--- config.mk ---
export PLATFORM = sky130hd
export DESIGN_NAME = digitron_display_arbiter
export DESIGN_NICKNAME = d
export VERILOG_FILES = /design/src/rtl/digitron_display_arbiter_pkg.sv /design/src/rtl/digitron_display_arbiter_rr_pick.sv /design/src/rtl/digitron_display_arbiter.sv
export SDC_FILE = /design/constraint.sdc
export NUM_CORES = 1
export LEC_CHECK = 0
export CORE_UTILIZATION = 45
export DETAILED_ROUTE_END_ITERATION = 10
export PLACE_DENSITY = 0.8
export SYNTH_ARGS = -nofsm -noshare
export SYNTH_HDL_FRONTEND = slang
export SYNTH_SLANG_ARGS = --single-unit
export TNS_END_PERCENT = 50
--- constraint.sdc ---
create_clock -name CLK -period 6 [get_ports CLK]
set_clock_uncertainty 0.2 [all_clocks]
set_input_delay 0.9 -clock CLK [delete_from_list [all_inputs] [get_ports CLK]]
set_output_delay 0.9 -clock CLK [all_outputs]
set_load 0.01 [all_outputs]
--- src/rtl/digitron_display_arbiter_pkg.sv ---
// Shared constants and helpers for the six-digit display arbiter.
package digitron_display_arbiter_pkg;

   localparam int DIGITS = 6;
   localparam int NIB_W  = 4;

   localparam logic [0:0] ST_IDLE = 1'b0;
   localparam logic [0:0] ST_HOLD = 1'b1;

   localparam logic [DIGITS-1:0] BLANK_RST = 6'b111110;

   // Digit k blanks only when it and every digit above it are zero; digit 0 always lit.
   function automatic logic [DIGITS-1:0] blank_mask(input logic [DIGITS*NIB_W-1:0] word);
      logic [DIGITS-1:0] mask;
      logic              all_zero;
      mask     = '0;
      all_zero = 1'b1;
      for (int k = DIGITS-1; k >= 1; k--) begin
         all_zero = all_zero & (word[k*NIB_W +: NIB_W] == 4'h0);
         mask[k]  = all_zero;
      end
      return mask;
   endfunction

endpackage

--- src/rtl/digitron_display_arbiter_rr_pick.sv ---
// Combinational round-robin picker: first requester after ptr, wrapping to 0.
module rr_pick #(
   parameter int N_SRC = 3,
   parameter int PTR_W = 2
) (
   input  logic [N_SRC-1:0] Req,
   input  logic [PTR_W-1:0] ptr,
   output logic             any,
   output logic [PTR_W-1:0] winner
);

   int idx;

   always_comb begin
      any    = 1'b0;
      winner = '0;
      idx    = 0;
      for (int i = 1; i <= N_SRC; i++) begin
         idx = int'(ptr) + i;
         if (idx >= N_SRC) idx = idx - N_SRC;
         if (!any && Req[idx]) begin
            any    = 1'b1;
            winner = PTR_W'(idx);
         end
      end
   end

endmodule

--- src/rtl/digitron_display_arbiter.sv ---
// Round-robin owner of the seven-segment display with a minimum hold per grant.
//
//   state   | meaning
//   --------+-----------------------------------------------------------
//   ST_IDLE | no hold running; arbitrate every cycle a request is present
//   ST_HOLD | word on screen; counter runs, re-arbitrate at HOLD_TICKS-1
module digitron_display_arbiter
   import digitron_display_arbiter_pkg::*;
#(
   parameter int N_SRC      = 3,
   parameter int DATA_W     = 24,
   parameter int HOLD_TICKS = 50000,
   parameter int CNT_W      = 16
) (
   input  logic                    CLK,
   input  logic                    RSTn,
   input  logic [N_SRC-1:0]        Req,
   input  logic [N_SRC*DATA_W-1:0] Src_Data,
   output logic [N_SRC-1:0]        Grant,
   output logic [N_SRC-1:0]        Ack,
   output logic [DATA_W-1:0]       Disp_Data,
   output logic [DIGITS-1:0]       Disp_Blank,
   output logic                    Disp_Valid
);

   localparam int PTR_W = (N_SRC > 2) ? 2 : 1;
   localparam logic [N_SRC-1:0] ONE = {{(N_SRC-1){1'b0}}, 1'b1};

   logic [0:0]        state;
   logic [CNT_W-1:0]  cnt;
   logic [PTR_W-1:0]  ptr;
   logic              any;
   logic [PTR_W-1:0]  winner;
   logic [DATA_W-1:0] win_data;
   logic              hold_end;
   logic              arb;

   rr_pick #(.N_SRC(N_SRC), .PTR_W(PTR_W)) u_rr_pick (
      .Req    (Req),
      .ptr    (ptr),
      .any    (any),
      .winner (winner)
   );

   assign win_data = Src_Data[int'(winner)*DATA_W +: DATA_W];
   assign hold_end = (state == ST_HOLD) && (cnt == CNT_W'(HOLD_TICKS-1));
   assign arb      = (state == ST_IDLE) || hold_end;

   always_ff @(posedge CLK or negedge RSTn) begin
      if (!RSTn) begin
         state      <= ST_IDLE;
         cnt        <= '0;
         ptr        <= PTR_W'(N_SRC-1);
         Grant      <= '0;
         Ack        <= '0;
         Disp_Data  <= '0;
         Disp_Blank <= BLANK_RST;
         Disp_Valid <= 1'b0;
      end else begin
         Ack <= '0;
         if (arb) begin
            cnt <= '0;
            if (any) begin
               state      <= ST_HOLD;
               ptr        <= winner;
               Grant      <= ONE << winner;
               Ack        <= ONE << winner;
               Disp_Data  <= win_data;
               Disp_Blank <= blank_mask(win_data);
               Disp_Valid <= 1'b1;
            end else begin
               // Display keeps the last word; only the hold bookkeeping stops.
               state <= ST_IDLE;
            end
         end else begin
            cnt <= cnt + 1'b1;
         end
      end
   end

endmodule

==> impl_metrics.yaml <==
clocking:
  clk_path_buf_depth: 2
  path_clk_slew_ns: 0.10
  postCtsResizedCells: 0
  cts_tree: "yes"
  cts.sinks: 55
  cts_buffers: 5
  htreeDepth: 2
  clk_latency_ns: 0.30
  hold_buffers: 0
  cts_root_buf: "clkbuf_8"
  post_cts_buffers: 0
synthesis:
  synth_top_family_by_area: "simple AND/OR/NAND/NOR gates"
  synth_top_area_cell: "dfrtp_1"
  avgSynthCellArea_um2: 8.87
  async_flop_share_pct: 100
  synth_xor_area_share_pct: 3.31
  yosys.cell_types.count: 52
  synth_area_mm2: 0.00318
  syn-instance-count: 358
  ys.flop_type: "dfrtp_1"
  synth_commonest_cells: "nand2_1, dfrtp_1, nor2_1"
  yosys.area_share.simple_pct: 23.0
  synth_seq_cells: 55
  synth-edff-count: 0
  netlist_top_cells_area: "dfrtp_1, nand2_1, a21o_1"
  synthAdderAreaFrac_pct: 1.97
  yosysSeqAreaShare_pct: 43.6
  yosys_warnings: 0
  syn_nets: 440
  synth_mux_area_share_pct: 1.50
  synth_top_area_share_pct: 38.6
  synth_most_common_cell: "nand2_1"
  synth_compound_area_share_pct: 22.6
floorplanning:
  initial_core_util_pct: 46.8
  dieArea_mm2: 0.00740
  die_w_um: 86.0
  ios: 114
  die_y_um: 86.0
  core_mm2: 0.00679
  row_count: 30
detailed_routing:
  wl_per_cell_um: 14.7
  via_per_inst: 5.46
  dr.pass1.iters: 5
  final_antenna_net_count: 0
  routed_wl_um: 8160
  drc_errors: 0
  drtIter0Drc: 143
  via_count: 3025
power_and_ir_drop:
  peakVddDrop_v: 0.0000922
  power.leakage_nw: 1.93
  power.density_mw_per_mm2: 199
global_route:
  top_usage_layer: "met2"
  antenna_found_initial: 0
  use_met3_pct: 6.26
  grt_start_max_net_pins: 66
  grt_util_all_layers_pct: 22.6
  grt_overflow: 0
  grt_pass1_vias: 2934
  gr-usage-met2_pct: 37.4
  grt_use_met1_pct: 28.3
  grt_pass1_wl_um: 13500
setup_path:
  crit_arrival_ns: 4.00
  start_kind: "primary input"
  crit_end: "Disp_Blank[1]"
  ff2ff_setup_slack_ns: 2.22
  r2r-start: "ptr[1]"
  path_max_fanout: 63
  cp.required_ns: 6.03
  r2r_end: "Disp_Blank[1]"
  worstSetupPathType: "primary input to flop"
  end_kind: "flop"
  startpoint: "Req[2]"
  r2r_cells: 9
timing:
  finalSetupTns_ns: 0
  maxSlewViolCount: 0
  max_freq_mhz: 252
  rsz0062_at_grt: "false"
  relSlewSlack_pct: 24.2
  min_period_over_period_pct: 66.0
  setup_viol: 0
  final.min_clock_period_ns: 3.96
  worst_pin_slew_ns: 1.14
  hold_violations: 0
placement:
  placed_cell_area_mm2: 0.00434
  portBuffers: 112
  hpwl_um: 5960
  dp_cells: 546
  place.gp.congestion: 0.818
layout:
  fin_area_mm2: 0.00445
  final_nets: 539
  diodes: 0
  final_cells: 554
  drive_gt1_share_pct: 6.77
  fin_util_pct: 65.6
  synthToLayoutAreaGrowth_pct: 40.2
min_path:
  hold_depth: 2
  hp-class: "flop to flop"
flow_run:
  cap_violations: 0
status:
  status: "finished, final reports clean"
worst max-delay path, cell delays in order:
cell and delay, ns:
clkdlybuf4s50_1 0.55, inv_1 0.08, o2111a_1 0.27, or4_2 1.18, mux2_4 0.47, o221a_4 0.25
o2111ai_1 0.16, o21ai_1 0.12
routing by layer:
metal,vias up,part of all wire [%]
met2,87,49
met1,1443,43
met5,-,0
met4,0,1.7
met3,15,5.7
li1,1480,-
flip-flops by register name, summed over array words and instances, names as in the netlist:
signal / flops
Ack: 3
Disp_Blank: 5
Disp_Data: 24
Disp_Valid: 1
Grant: 3
cnt: 16
ptr: 2
state: 1
how the worst min path moves through the flow:
stage	startpoint	end	slack (ns)
global placement	Disp_Blank[2]	Disp_Blank[2]	0.25
global route	Disp_Blank[2]	Disp_Blank[2]	0.29
floorplan	cnt[0]	cnt[0]	0.23
finish	Disp_Blank[2]	Disp_Blank[2]	0.26
CTS	Disp_Blank[2]	Disp_Blank[2]	0.26
detailed placement	Disp_Blank[2]	Disp_Blank[2]	0.25
metrics by stage:
step / hold WS (ns) / power (W) / setup slack [ns]
4_1_cts: 0.265 / 0.000888 / 2.05
6_report: 0.261 / 0.000885 / 2.04
3_3_place_gp: 0.249 / 0.000630 / 1.84
3_5_place_dp: 0.250 / 0.000634 / 1.73
5_1_grt: 0.287 / 0.000930 / 1.89
2_1_floorplan: 0.233 / 0.000517 / 3.10
power by group:
part	internal, W	switching [W]
Sequential	0.000391	0.0000115
Clock	0.000135	0.000121
Combinational	0.000119	0.000107
area by class of cell:
cell class / count / area, um^2
clock buffers: 6 / 82.6
clock inverters: 2 / 35.0
fillers: 570 / 2340
inverters: 7 / 26.3
multi-input cells: 273 / 1670
flip-flops and latches: 55 / 1380
well taps: 96 / 120
repair buffers: 115 / 1140
logic make-up after synthesis:
| family | after synthesis |
|---|---|
| and+or+nand+nor | 157 |
| AOI/OAI and AO/OA | 94 |
| other | 1 |
| muxes | 4 |
| buffers and inverters | 30 |
| adders and majority gates | 5 |
| DFF | 55 |
| xor gates and xnor gates | 12 |
cell usage in the layout, fill, tap and decap left out, types with 2 or more instances in the layout:
master / count
clkdlybuf4s50_1: 111
nor2_1: 43
nor3_1: 6
nor4_1: 4
inv_1: 7
o31a_1: 2
dfrtp_1: 49
a221oi_1: 5
or3_1: 3
nand3_1: 12
mux2_2: 2
or2_2: 3
o21ai_0: 19
a21o_1: 23
nor2b_1: 6
buf_4: 3
nand2_1: 59
xor2_1: 9
xnor2_1: 3
dfstp_2: 6
ha_1: 5
or4_1: 6
a211oi_2: 2
nand2b_1: 3
a22o_1: 5
a21oi_1: 7
and2_1: 3
a311oi_1: 18
and3_1: 3
clkbuf_8: 6
Note: power is estimated with default switching activity, not from simulation.
==> RTL edit 1: new RTL, same settings <==
Set the parameter `CNT_W` to 32 (it was 16).
--- a/src/rtl/digitron_display_arbiter.sv
+++ b/src/rtl/digitron_display_arbiter.sv
@@ -12,3 +12,3 @@
    parameter int HOLD_TICKS = 50000,
-   parameter int CNT_W      = 16
+   parameter int CNT_W      = 32
 ) (
Formal check against the unedited RTL: no difference found for any inputs over 10 cycles, from zero or initial values and one cycle with RSTn low; that may be too few to reach the edited logic, so the function may still have changed.
==> RTL edit 1 against the original RTL <==
- register-to-register slack got worse by 0.15 ns
- design area rose by 20%
- sequential cell count rose by 16
- worst setup slack improved by 0.015 ns
- hold slack got worse by 0.0052 ns
- wire length rose by 25%
- total power rose by 31%
- critical path depth rose by 1
- area after synthesis rose by 23%
- via count rose by 18%
- critical endpoint unchanged
==> RTL edit 1: results (changes against the original RTL) <==
Parameter                              Value

GRT
  Pin count of the biggest net entering global routing    72 (+9.1%)
  Global-route track usage on met1    28.9% (+0.65 points)
  Met2 routing resource usage after global routing    40.7% (+3.2 points)
  Wire length of the first global-routing pass    16600 um (+23%)
  Routing usage on met3    5.98% (-0.28 points)
  Number of antenna violations at the first check in global routing    0 (unchanged)
  Global routing usage summed across all routing layers    24.0% (+1.5 points)
  Number of global-route vias before repair    3606 (+23%)

Logic synthesis
  Cell types occupying the most area after synthesis    sky130_fd_sc_hd__dfrtp_1 (42%), sky130_fd_sc_hd__mux2i_1 (6.4%), sky130_fd_sc_hd__nor2_1 (6.3%), sky130_fd_sc_hd__nand2_1 (4.4%), sky130_fd_sc_hd__dfstp_2 (4.0%)
  Number of nets in the synthesized netlist    510 (+16%)
  Synthesized instance count    428 (+20%)
  Number of warnings printed during yosys synthesis    0 (unchanged)
  Portion of the post-synthesis area used by sequential elements    45.5% (+2.0 points)
  Ys async rst share    100% (unchanged)
  Most frequent cells after synthesis    sky130_fd_sc_hd__nor2_1 (66), sky130_fd_sc_hd__dfrtp_1 (65), sky130_fd_sc_hd__nand2_1 (46)
  Number of library cell types mapped by synthesis    55 (+5.8%)

Worst setup path
  Arrival @ worst endpoint    4.03 ns (+0.03 ns)
  Largest fanout on the critical path    21 (-67%)

Power and ir drop
  Max rail drop VDD    0.000127 V (+38%)
  Leak pwr    2.26 nW (+17%)
  Power Internal    0.876 mW (+36%)

Routing
  Total iterations of the first detailed-routing run    4 (-1)
  Initial DRC Count    147 (+2.8%)
  Vias per Instance    5.56 (+1.8%)
  Final routed wire length divided by cell count    15.9 um (+7.9%)

Clocking
  CTS Buffer Depth    2 (unchanged)
  Clk_lat worst skew    0.34 ns (+0.04 ns)
  CTS Buf Count    9 (+4)
  Number of H-tree levels    3 (+1)
  Clock slew at the register clock pins of the worst setup and hold paths    0.07 ns (-0.03 ns)
  Post-CTS Resized    0 (unchanged)
  Clock root cell    sky130_fd_sc_hd__clkbuf_8
  Number of buffers inserted to repair setup after CTS    0 (unchanged)

Worst hold path
  Tightest Hold Check Type    flop to flop

Place
  Quantity of I/O buffers inserted on ports    112 (unchanged)
  Post-detailed-placement cell area    5110 um^2 (+18%)
  Detailed placer's ending HPWL    7520 um (+26%)
  Cell count after placement    628 (+15%)
  RD Place Congestion    0.860 (+5.1%)
  Worst setup slack before clock tree synthesis    1.74 ns (+0.00853 ns)

Layout
  Antenna Diode Count    0 (unchanged)
  Util after Layout    64.0% (-1.5 points)
  Share of layout cells above drive strength 1    7.43% (+0.67 points)
  Fill count    670 (+18%)
  Leading registers by flop count    cnt (32), Disp_Data (24), Disp_Blank (5)
  Non-filler instance count after layout    643 (+16%)
  Post-layout nets    616 (+14%)

Status
  Outcome    finished, final reports clean

STA
  Transition time of the tightest slew-check pin    1.16 ns (+0.0266 ns)
[RTL edit 1: layout make-up]
class	instances	area share, %
Multi-Input combinational cell	330	37.8
Sequential cell	71	33.4
Timing Repair Buffer	117	21.6
Tap cell	105	2.46
Clock buffer	9	2.32
Clock inverter	6	2.06
Inverter	5	0.351
[RTL edit 1: kinds of logic after synthesis]
kind of cell	Yosys count	share of synthesized area (%)
muxes	28	7.25
other	1	0.0957
buffers and inverters	27	3.54
DFF	71	45.5
adders and majority gates	5	1.60
and+or+nand+nor	188	23.5
AOI/OAI and AO/OA	80	12.2
xor gates and xnor gates	28	6.26
[RTL edit 1: power by group through the flow]
stage,Sequential [mW],Clock [mW],Combinational (mW)
after global placement,0.513,0,0.198
final,0.505,0.454,0.203
after global routing,0.507,0.480,0.221
after detailed placement,0.513,0,0.203
after CTS,0.505,0.460,0.204
after floorplan,0.520,0,0.0817
[RTL edit 1: per-stage QoR]
step	hold WS, ns	power (mW)
after global routing	0.286	1.21
after global placement	0.236	0.711
after floorplan	0.225	0.601
final	0.256	1.16
after detailed placement	0.250	0.716
after CTS	0.261	1.17
[RTL edit 1: final timing paths]
check	startpoint	endpoint	slack [ns]	cells past startpoint
max	Req[2]	Disp_Blank[1]	2.05	9
min	cnt[0]	cnt[0]	0.26	1
max reg2reg	ptr[1]	Disp_Blank[1]	2.07	10
min reg2reg	cnt[0]	cnt[0]	0.26	1
max in group asynchronous	RSTn	Disp_Data[21]	4.45	2
min in group asynchronous	RSTn	cnt[17]	0.56	2
[RTL edit 1: metal layers]
metal / vias up / share of wire, %
met5: - / 0
met4: 0 / 2.1
met3: 18 / 6.7
met1: 1712 / 41
li1: 1713 / -
met2: 130 / 50
[RTL edit 1: worst max-delay path, stage by stage]
cell and delay, ns:
sky130_fd_sc_hd__clkdlybuf4s50_1 0.52, sky130_fd_sc_hd__nor4bb_1 0.29, sky130_fd_sc_hd__a211oi_1 0.14, sky130_fd_sc_hd__o31ai_4 0.99, sky130_fd_sc_hd__buf_4 0.38, sky130_fd_sc_hd__nand3_1 0.10
sky130_fd_sc_hd__a31oi_1 0.20, sky130_fd_sc_hd__nor4b_2 0.28, sky130_fd_sc_hd__a32o_1 0.21
==> RTL edit 2: new RTL, same flow settings <==
Made on the original files. Reset style: synchronous (`RSTn`), changed in one clocked block.
--- a/src/rtl/digitron_display_arbiter.sv
+++ b/src/rtl/digitron_display_arbiter.sv
@@ -48,3 +48,3 @@
 
-   always_ff @(posedge CLK or negedge RSTn) begin
+   always_ff @(posedge CLK) begin
       if (!RSTn) begin
Function: differs if RSTn is asserted again (counterexample within 4 cycles, from zero or initial values and one cycle with RSTn low); with RSTn held inactive, the same outputs for 10 cycles.
==> RTL edit 2 against the original RTL <==
- the flow now finishes with violations (DRC)
- non-clock buffer count rose by 2
- sequential cell count did not move
- area after synthesis fell by 2.6%
- utilization rose by 0.90 points
- worst setup slack improved by 0.25 ns
- hold slack got worse by 0.020 ns
- wire length rose by 13%
- design area fell by 3.1%
Power is not compared: it rests on default switching activity, and its combinational part moved more than twofold at a synthesized area within 25%.
==> RTL edit 2: results (changes against the original RTL) <==
Parameter                              Value

STA
  Transition time of the tightest slew-check pin    0.991 ns (-0.145 ns)

GRT
  Pin count of the biggest net entering global routing    50 (-24%)
  Global routing usage summed across all routing layers    26.0% (+3.5 points)
  Number of global-route vias before repair    3082 (+5.0%)

Layout
  Share of layout cells above drive strength 1    4.69% (-2.1 points)
  Post-layout nets    571 (+5.9%)

Place
  Cell count after placement    559 (+2.4%)
  Post-detailed-placement cell area    4230 um^2 (-2.5%)
  Detailed placer's ending HPWL    6910 um (+16%)

Routing
  Total iterations of the first detailed-routing run    8 (+3)
  Final routed wire length divided by cell count    16.3 um (+11%)
  Amount of wire on met3 after detailed routing    618 um (+32%)
  Initial DRC Count    223 (+56%)
  Total via count in the routed design    3310 (+9.4%)
  DRC violations left    4 (+4)
  Met2 WL    4420 um (+9.6%)
  Routed metal-1 wirelength    4040 um (+15%)

Worst setup path
  Capture point of the worst reg-to-reg path    Disp_Blank[1]
  Depth of the worst register-to-register path    8 (-1)
  Register-to-register path setup slack    2.36 ns (+0.14 ns)
  Slowest cell on the critical path    sky130_fd_sc_hd__or3b_1
  Arrival @ worst endpoint    3.74 ns (-0.26 ns)

Logic synthesis
  Number of library cell types mapped by synthesis    57 (+9.6%)
  Number of nets in the synthesized netlist    478 (+8.6%)

Status
  Outcome    complete, but fails checks
  Failing checks    DRC

Worst hold path
  Worst hold endpoint    cnt[0]
## RTL edit 2: power by group through the flow
stage                     sequential [mW]  clock (mW)  combinational (mW)
after CTS                           0.554       0.214                1.18
after global placement              0.558           0                1.16
after floorplan                     0.595           0               0.711
after global routing                0.567       0.232                1.31
after detailed placement            0.561           0                1.18
final                               0.554       0.209                1.18
## RTL edit 2: metrics by stage
stage               hold WS, ns  setup slack, ns
finish                    0.241             2.29
global route              0.294             2.01
CTS                       0.248             2.33
detailed placement        0.234             2.01
global placement          0.226             2.07
floorplan                 0.213             3.05
## RTL edit 2: cell families (layout without fill, tap and decap cells)
kind of cell / Yosys count / after routing / share of synthesized area [%]
compound gates: 118 / 118 / 26.8
xor+xnor: 11 / 11 / 3.11
fa+ha+maj: 5 / 5 / 2.02
buf+inv: 39 / 133 / 5.34
flops: 55 / 55 / 35.6
mux: 3 / 3 / 0.971
other cells: 1 / 1 / 0.121
simple gates: 164 / 164 / 26.0
## RTL edit 2: area by class of cell
class / instances / share of cell area [%]
inverters: 8 / 0.696
flip-flops and latches: 55 / 25.5
repair buffers: 117 / 26.8
clock inverters: 2 / 0.406
multi-input cells: 302 / 42.6
clock buffers: 6 / 1.68
well taps: 77 / 2.23
## RTL edit 2: worst max path at each step
stage            from            end  depth (start not counted)
2_1_floorplan  ptr[0]  Disp_Blank[1]                         10
3_3_place_gp   Req[1]  Disp_Blank[1]                          7
3_5_place_dp   Req[1]  Disp_Blank[1]                          7
4_1_cts        Req[1]  Disp_Blank[1]                          7
5_1_grt        ptr[0]  Disp_Blank[1]                          8
6_report       Req[1]  Disp_Blank[1]                          7
## RTL edit 2: metal layers
metal / track usage [%] / vias up
met5: 0 / -
met4: 7.55 / 0
met3: 5.84 / 19
met2: 43.7 / 135
met1: 33.6 / 1532
li1: - / 1624
